### config.mk
export PLATFORM = sky130hd
export DESIGN_NAME = reservation_station
export DESIGN_NICKNAME = d
export VERILOG_FILES = /design/src/rtl/reservation_station.sv
export SDC_FILE = /design/constraint.sdc
export NUM_CORES = 1
export LEC_CHECK = 0
export CELL_PAD_IN_SITES_DETAIL_PLACEMENT = 0
export CELL_PAD_IN_SITES_GLOBAL_PLACEMENT = 1
export CORE_AREA = 2 2 183 185
export CTS_CLUSTER_DIAMETER = 80
export CTS_CLUSTER_SIZE = 10
export DETAILED_ROUTE_END_ITERATION = 10
export DIE_AREA = 0 0 185 187
export PLACE_DENSITY_LB_ADDON = 0.1
export RECOVER_POWER = 100
export SLEW_MARGIN = 20
export SYNTH_ARGS = -nofsm -noshare
export SYNTH_HDL_FRONTEND = slang
export SYNTH_SLANG_ARGS = --single-unit
### constraint.sdc
create_clock -name clk -period 2.5 [get_ports clk]
set_clock_uncertainty 0.15 [all_clocks]
set_input_delay 0.5 -clock clk [delete_from_list [all_inputs] [get_ports clk]]
set_output_delay 0.5 -clock clk [all_outputs]
set_load 0.02 [all_outputs]
### src/rtl/reservation_station.sv
// Single-entry Tomasulo reservation station: captures renamed operands, snoops the CDB,
// dispatches to its FU and broadcasts the result under RS_ID. Optional flush: RS_FLUSH_EN.
package reservation_station_pkg;
  typedef enum logic [2:0] {
    FU_ALU0 = 3'd0,
    FU_ALU1 = 3'd1,
    FU_MUL  = 3'd2,
    FU_DIV  = 3'd3,
    FU_LSU  = 3'd4
  } e_functional_unit;
endpackage

// Operand port layout: bit DATA_WIDTH is is_virtual; the low bits carry data.value,
// or data.rs_id in the low $bits(e_functional_unit) bits when virtual.
module reservation_station
  import reservation_station_pkg::*;
#(
  parameter int               DATA_WIDTH = 64,
  parameter int               OP_WIDTH   = 4,
  parameter e_functional_unit RS_ID      = FU_ALU0
) (
  input  logic                  clk,
  input  logic                  rst,
`ifdef RS_FLUSH_EN
  input  logic                  flush_i,
`endif
  input  logic                  issue_valid_i,
  output logic                  issue_ready_o,
  input  logic [OP_WIDTH-1:0]   issue_op_i,
  input  logic [DATA_WIDTH:0]   issue_src1_i,
  input  logic [DATA_WIDTH:0]   issue_src2_i,
  input  logic                  bcast_valid_i,
  input  logic [DATA_WIDTH-1:0] bcast_value_i,
  input  e_functional_unit      bcast_rs_i,
  output logic                  fu_valid_o,
  input  logic                  fu_ready_i,
  output logic [OP_WIDTH-1:0]   fu_op_o,
  output logic [DATA_WIDTH-1:0] fu_a_o,
  output logic [DATA_WIDTH-1:0] fu_b_o,
  input  logic                  fu_done_i,
  input  logic [DATA_WIDTH-1:0] fu_result_i,
  output logic                  cdb_req_o,
  input  logic                  cdb_grant_i,
  output logic [DATA_WIDTH-1:0] cdb_value_o,
  output e_functional_unit      cdb_rs_o,
  output logic                  busy_o
);
  localparam int TW = $bits(e_functional_unit);

  typedef enum logic [2:0] {
    S_IDLE, S_WAIT_OPS, S_DISPATCH, S_EXEC, S_BROADCAST
  } state_e;

  state_e                state_q, state_d;
  logic [OP_WIDTH-1:0]   op_q, op_d;
  logic [DATA_WIDTH-1:0] a_q, a_d, b_q, b_d, res_q, res_d;
  logic                  a_rdy_q, a_rdy_d, b_rdy_q, b_rdy_d;
  e_functional_unit      a_tag_q, a_tag_d, b_tag_q, b_tag_d;
  e_functional_unit      src1_tag, src2_tag;
  logic                  flush_w;

`ifdef RS_FLUSH_EN
  assign flush_w = flush_i;
`else
  assign flush_w = 1'b0;
`endif

  assign src1_tag = e_functional_unit'(issue_src1_i[TW-1:0]);
  assign src2_tag = e_functional_unit'(issue_src2_i[TW-1:0]);

  // Our own broadcasts never feed our own operands.
  function automatic logic hit(input e_functional_unit tag);
    return bcast_valid_i && (bcast_rs_i == tag) && (bcast_rs_i != RS_ID);
  endfunction

  always_comb begin
    state_d       = state_q;
    op_d          = op_q;
    a_d           = a_q;
    b_d           = b_q;
    a_rdy_d       = a_rdy_q;
    b_rdy_d       = b_rdy_q;
    a_tag_d       = a_tag_q;
    b_tag_d       = b_tag_q;
    res_d         = res_q;
    issue_ready_o = 1'b0;
    fu_valid_o    = 1'b0;
    cdb_req_o     = 1'b0;
    case (state_q)
      S_IDLE: begin
        issue_ready_o = 1'b1;
        if (issue_valid_i) begin
          op_d = issue_op_i;
          if (!issue_src1_i[DATA_WIDTH]) begin
            a_d     = issue_src1_i[DATA_WIDTH-1:0];
            a_rdy_d = 1'b1;
          end else begin
            a_tag_d = src1_tag;
            a_rdy_d = hit(src1_tag);
            if (hit(src1_tag)) a_d = bcast_value_i;
          end
          if (!issue_src2_i[DATA_WIDTH]) begin
            b_d     = issue_src2_i[DATA_WIDTH-1:0];
            b_rdy_d = 1'b1;
          end else begin
            b_tag_d = src2_tag;
            b_rdy_d = hit(src2_tag);
            if (hit(src2_tag)) b_d = bcast_value_i;
          end
          state_d = (a_rdy_d && b_rdy_d) ? S_DISPATCH : S_WAIT_OPS;
        end
      end
      S_WAIT_OPS: begin
        if (!a_rdy_q && hit(a_tag_q)) begin
          a_d     = bcast_value_i;
          a_rdy_d = 1'b1;
        end
        if (!b_rdy_q && hit(b_tag_q)) begin
          b_d     = bcast_value_i;
          b_rdy_d = 1'b1;
        end
        if (a_rdy_d && b_rdy_d) state_d = S_DISPATCH;
      end
      S_DISPATCH: begin
        fu_valid_o = 1'b1;
        if (fu_ready_i) state_d = S_EXEC;
      end
      S_EXEC: begin
        if (fu_done_i) begin
          res_d   = fu_result_i;
          state_d = S_BROADCAST;
        end
      end
      S_BROADCAST: begin
        cdb_req_o = 1'b1;
        if (cdb_grant_i) begin
          state_d = S_IDLE;
          a_rdy_d = 1'b0;
          b_rdy_d = 1'b0;
        end
      end
      default: state_d = S_IDLE;
    endcase
    // Flush wins over everything this cycle, including a same-cycle issue.
    if (flush_w) begin
      state_d = S_IDLE;
      op_d    = op_q;
      a_d     = a_q;
      b_d     = b_q;
      a_tag_d = a_tag_q;
      b_tag_d = b_tag_q;
      res_d   = res_q;
      a_rdy_d = 1'b0;
      b_rdy_d = 1'b0;
    end
  end

  always_ff @(posedge clk) begin
    if (rst) begin
      state_q <= S_IDLE;
      op_q    <= '0;
      a_q     <= '0;
      b_q     <= '0;
      res_q   <= '0;
      a_rdy_q <= 1'b0;
      b_rdy_q <= 1'b0;
      a_tag_q <= FU_ALU0;
      b_tag_q <= FU_ALU0;
    end else begin
      state_q <= state_d;
      op_q    <= op_d;
      a_q     <= a_d;
      b_q     <= b_d;
      res_q   <= res_d;
      a_rdy_q <= a_rdy_d;
      b_rdy_q <= b_rdy_d;
      a_tag_q <= a_tag_d;
      b_tag_q <= b_tag_d;
    end
  end

  assign fu_op_o     = op_q;
  assign fu_a_o      = a_q;
  assign fu_b_o      = b_q;
  assign cdb_value_o = res_q;
  assign cdb_rs_o    = RS_ID;
  assign busy_o      = (state_q != S_IDLE);

endmodule

==> Yosys cells after proc, flatten, opt, wreduce, memory -nomap -nowiden <==
Cells that the tools add are included.
{ "totals": {"register_bits": 207, "output_inout_bits": 203, "elab_cells": 88} }
{ "classes": {"n_eq_ne": 17, "n_mux": 35, "n_reduce_logical": 27} }
{ "op_table": {"columns": ["operator", "count"], "rows": [
  ["$mux 64", 8],
  ["$pmux 64 s2", 2],
  ["$mux 1", 16],
  ["$mux 3", 5],
  ["$pmux 3 s5", 1],
  ["$ne 2x2->1 const B", 7],
  ["$eq 3x3->1", 4],
  ["$logic_and 1x1->1", 12],
  ["$reduce_and 3->1", 3],
  ["$reduce_bool 3->1", 3],
  ["$reduce_and 4->1", 2],
  ["$eq 3x2->1 const B", 2],
  ["$ne 3x3->1 const B", 2],
  ["$pmux 1 s3", 2],
  ["$reduce_and 5->1", 1],
  ["$reduce_and 2->1", 2],
  ["$eq 3x1->1 const B", 1],
  ["$eq 3x3->1 const B", 1],
  ["$logic_not 3->1", 1],
  ["$logic_not 1->1", 2],
  ["$mux 2", 1],
  ["$reduce_bool 2->1", 1]
]} }

==> Longest topological paths before layout <==
{ "logic_depth": {"ltp_word": 10, "ltp_mapped": 8} }

==> Worst setup path before layout <==
OpenSTA, ideal clock, no wires.
{ "synth_path": {"path_type": "input to register", "startpoint": "in bcast_rs_i[0]", "endpoint": "reg b_q[10] (netlist: fu_b_o[10])", "setup_ns": 0.086, "arrival_time_ns": 2.051, "required_time_ns": 2.264, "setup_slack_ns": 0.214, "stages": 8, "n_path_buf": 3, "path_cell_list": "buf_2 > o31ai_1 > o41ai_1 > or2_2 > and2_1 > buf_2 > buf_1 > a211oi_1"} }
{ "synth_between": {"elab_chain_cells": 6, "word_cells_on_any_way": 11, "cone_classes": "4 x eq/ne; 7 x reduce/logical"} }
{ "synth_lines": {"columns": ["item", "line_no", "text"], "rows": [
  ["start, declared", "34", "input e_functional_unit bcast_rs_i,"],
  ["$eq 3x3->1", "73", "return bcast_valid_i && (bcast_rs_i == tag) && (bcast_rs_i != RS_ID);"],
  ["$logic_and 1x1->1 (2 in series)", "73", null],
  ["$logic_and 1x1->1", "118", "if (!b_rdy_q && hit(b_tag_q)) begin"],
  ["$ne 2x2->1 (no line)", null, null],
  ["$reduce_and 4->1 (no line) *", null, null],
  ["end signal, assigned", "163", "b_q <= '0;"],
  ["end signal, assigned", "173", "b_q <= b_d;"],
  ["end, declared", "56", "logic [DATA_WIDTH-1:0] a_q, a_d, b_q, b_d, res_q, res_d;"]
]} }
Mark *: on every way between the ends. The rest lies on a longest branch, timed or not.
A chain may end at the register's enable or synchronous reset.

==> Final worst setup path <==
{ "layout_path": {"startpoint": "reg state_q[0]", "endpoint": "out issue_ready_o"} }
{ "layout_between": {"elab_chain_cells": 2} }
{ "layout_lines": {"columns": ["item", "line_no", "text"], "rows": [
  ["start, declared", "54", "state_e state_q, state_d;"],
  ["start signal, assigned", "170", "state_q <= state_d;"],
  ["$logic_not 3->1", "89", "case (state_q)"],
  ["$mux 1", "89", null],
  ["end, declared", "28", "output logic issue_ready_o,"]
]} }
No other way between the ends.

==> results.cfg <==
[run_status]
status = finished clean

[placed_design]
io_buffers = 471
dp.cells = 1877
place_hpwl_um = 28800
placed_area_um2 = 15000
place_congestion = 0.765

[sta]
fin_crit_sh_pct = 96.0
whs_ns = 0.299
final_hold_viol_count = 0
setup_violations = 0
fin_crit_ns = 2.40
tightest_slew_ns = 0.766
setup_tns_ns = 0
slew_viol_final = 0
relSlewSlack_pct = 48.9
fmax_mhz = 417
rsz0062_at_grt = false

[cts]
clk_latency_ns = 0.52
h-tree-depth = 1
hold_buffers = 0
cts_buffers = 24
postCtsSetupBuffers = 0
clk_path_buf_depth = 3
cts.sinks = 207
cts_tree = built
root_buffer = clkbuf_16
clk_pin_slew_worst_paths_ns = 0.06

[detailed_routing]
drt_iter0_drc = 369
remaining_drc_errors = 0
drt-total-wl_um = 38800
viasPerCell = 4.76
dr.pass1.iters = 4
detail-route-antenna-nets = 0
num_vias = 9081
wl_per_cell_um = 20.3

[global_route]
antenna_found_initial = 2
grt_pass1_wl_um = 57500
track_usage_pct = 21.6
globalRouteOverflowTotal = 0
grt_pass1_vias = 9262
grt_max_degree = 65

[yosys]
synth_mux_area_share_pct = 13.9
ys_warn_count = 0
ys_seq_area_share_pct = 44.3
ys_ff_latch = 207
ys_types = 47
synthXorXnorAreaFrac_pct = 1.22
synth-adder-area-share_pct = 0
synth_top_family_by_area = compound AO/OA/AOI/OAI gates
synthArstFlopShare_pct = 0
synthSimpleGateAreaFrac_pct = 11.0
synth_cells = 992
synth-compound-area-share_pct = 24.2
synth_ff_type = dfxtp_1
synth.cell_area_um2 = 9360
synth.avg_cell_area_um2 = 9.43
synth_edf_count = 0

[layout]
nets = 1727
syn2layout_area_growth_pct = 64.0
layout_common_cells = clkdlybuf4s50_1 (270), dfxtp_1 (206), dlygate4sd3_1 (196), nand2_1 (149), a21oi_1 (141)
drive_above_1_share_pct = 8.87
final_common_cell = clkdlybuf4s50_1
fillers = 3239
fin_cells = 1906
final_area_um2 = 15400

[critical_path]
path_cells = or3_1 > inv_1 > dlygate4sd2_1
cp_slowest_cell = or3_1
start_kind = flip-flop
arrival_ns = 1.75
worstPathMaxFanout = 7
slowest_delay_ns = 0.44
required_ns = 1.85
reg2reg_slack_ns = 0.22
critical_path_class = reg2out
end_kind = output port

[floorplanning]
core_area_um2 = 32900
initial_core_util_pct = 28.5
pin_count = 475
die_area_um2 = 34600
num_rows = 67
die_y_um = 187
die_width_um = 185

[power_and_ir_drop]
finalPower_uw = 10900
power.leakage_uw = 0.00613
power_per_cell_area_nw_per_um2 = 708
ir_drop_uv = 414

[job]
cap_violations = 0

[worst_hold_path]
hold_class = reg2reg
synthesized netlist by cell type, drive strengths merged (2+ instances only):
master,n,area (µm²)
mux2i,130,1300
clkbuf,58,218
nor2b,2,12.5
nor2,74,290
o31ai,2,15.0
and2,3,18.8
buf,43,275
xor2,9,78.8
dfxtp,207,4140
xnor2,4,35.0
nand2b,2,12.5
a211oi,64,480
inv,3,11.3
a221oi,65,945
o21ai,4,23.8
nand2,149,559
nor4,2,12.5
nor4b,2,17.5
nand3,8,40.0
or4,2,15.0
a21oi,141,706
logic make-up (layout without fill, tap and decap cells):
group / Yosys count / count (layout)
and+or+nand+nor: 251 / 251
other: 1 / 6
muxes: 130 / 130
buffers and inverters: 104 / 565
AOI/OAI and AO/OA: 286 / 286
xor gates and xnor gates: 13 / 13
DFF: 207 / 207
layout make-up:
class / instances / area [µm²] / share of cell area, %
Antenna cell: 3 / 7.51 / 0.0489
Clock buffer: 25 / 626 / 4.07
Clock inverter: 1 / 5.00 / 0.0326
Inverter: 3 / 11.3 / 0.0733
Multi-Input combinational cell: 683 / 4540 / 29.6
Sequential cell: 207 / 4150 / 27.0
Tap cell: 448 / 561 / 3.65
Timing Repair Buffer: 536 / 5460 / 35.5
repair_timing:
item                                    in CTS  in global routing
cloned                                       0                  0
endpoints found under the hold margin        0                  0
gates resized for setup                      4                  4
endpoints found under the setup margin       4                 61
state kept, by name, summed over array words and instances (netlist names):
signal,count
a_tag_q,3
cdb_value_o,64
b_rdy_q,1
a_rdy_q,1
fu_b_o,64
state_q,3
fu_a_o,64
b_tag_q,3
fu_op_o,4
final timing paths:
kind / start / to / cells past startpoint
max: state_q[0]$_SDFFE_PP0P_ / issue_ready_o / 3
min: cdb_value_o[44]$_SDFFE_PP0P_ / cdb_value_o[44]$_SDFFE_PP0P_ / 2
max reg2reg: state_q[0]$_SDFFE_PP0P_ / fu_a_o[51]$_SDFFE_PP0P_ / 7
min reg2reg: cdb_value_o[44]$_SDFFE_PP0P_ / cdb_value_o[44]$_SDFFE_PP0P_ / 2
layer usage:
metal | up-vias | wire, µm | track usage [%]
met3 | 47 | 3750 | 7.26
met1 | 4206 | 15200 | 25.0
met5 | - | 0 | 0
met2 | 319 | 19000 | 38.1
li1 | 4509 | - | -
met4 | 0 | 882 | 5.25
critical path, delay by kind of cell, from the launching register on:
family	cells	cell delay (ns)
buffers and inverters	2	0.43
flip-flops	1	0.36
AND/OR/NAND/NOR	1	0.44
power by group:
part	switching [µW]	leakage, µW	internal (µW)
Combinational	2090	0.00412	1780
Sequential	205	0.00169	3710
Clock	1350	0.000312	1750
Total	3640	0.00613	7240
per-stage QoR:
stage               util [%]  worst slack, ns
floorplan                  -            0.214
global placement        45.6           -0.424
detailed placement      45.6           -0.405
CTS                     47.5           0.0354
global route            46.7          0.00524
finish                  46.7           0.0996
No activity file was read; power rests on OpenSTA's default activity.
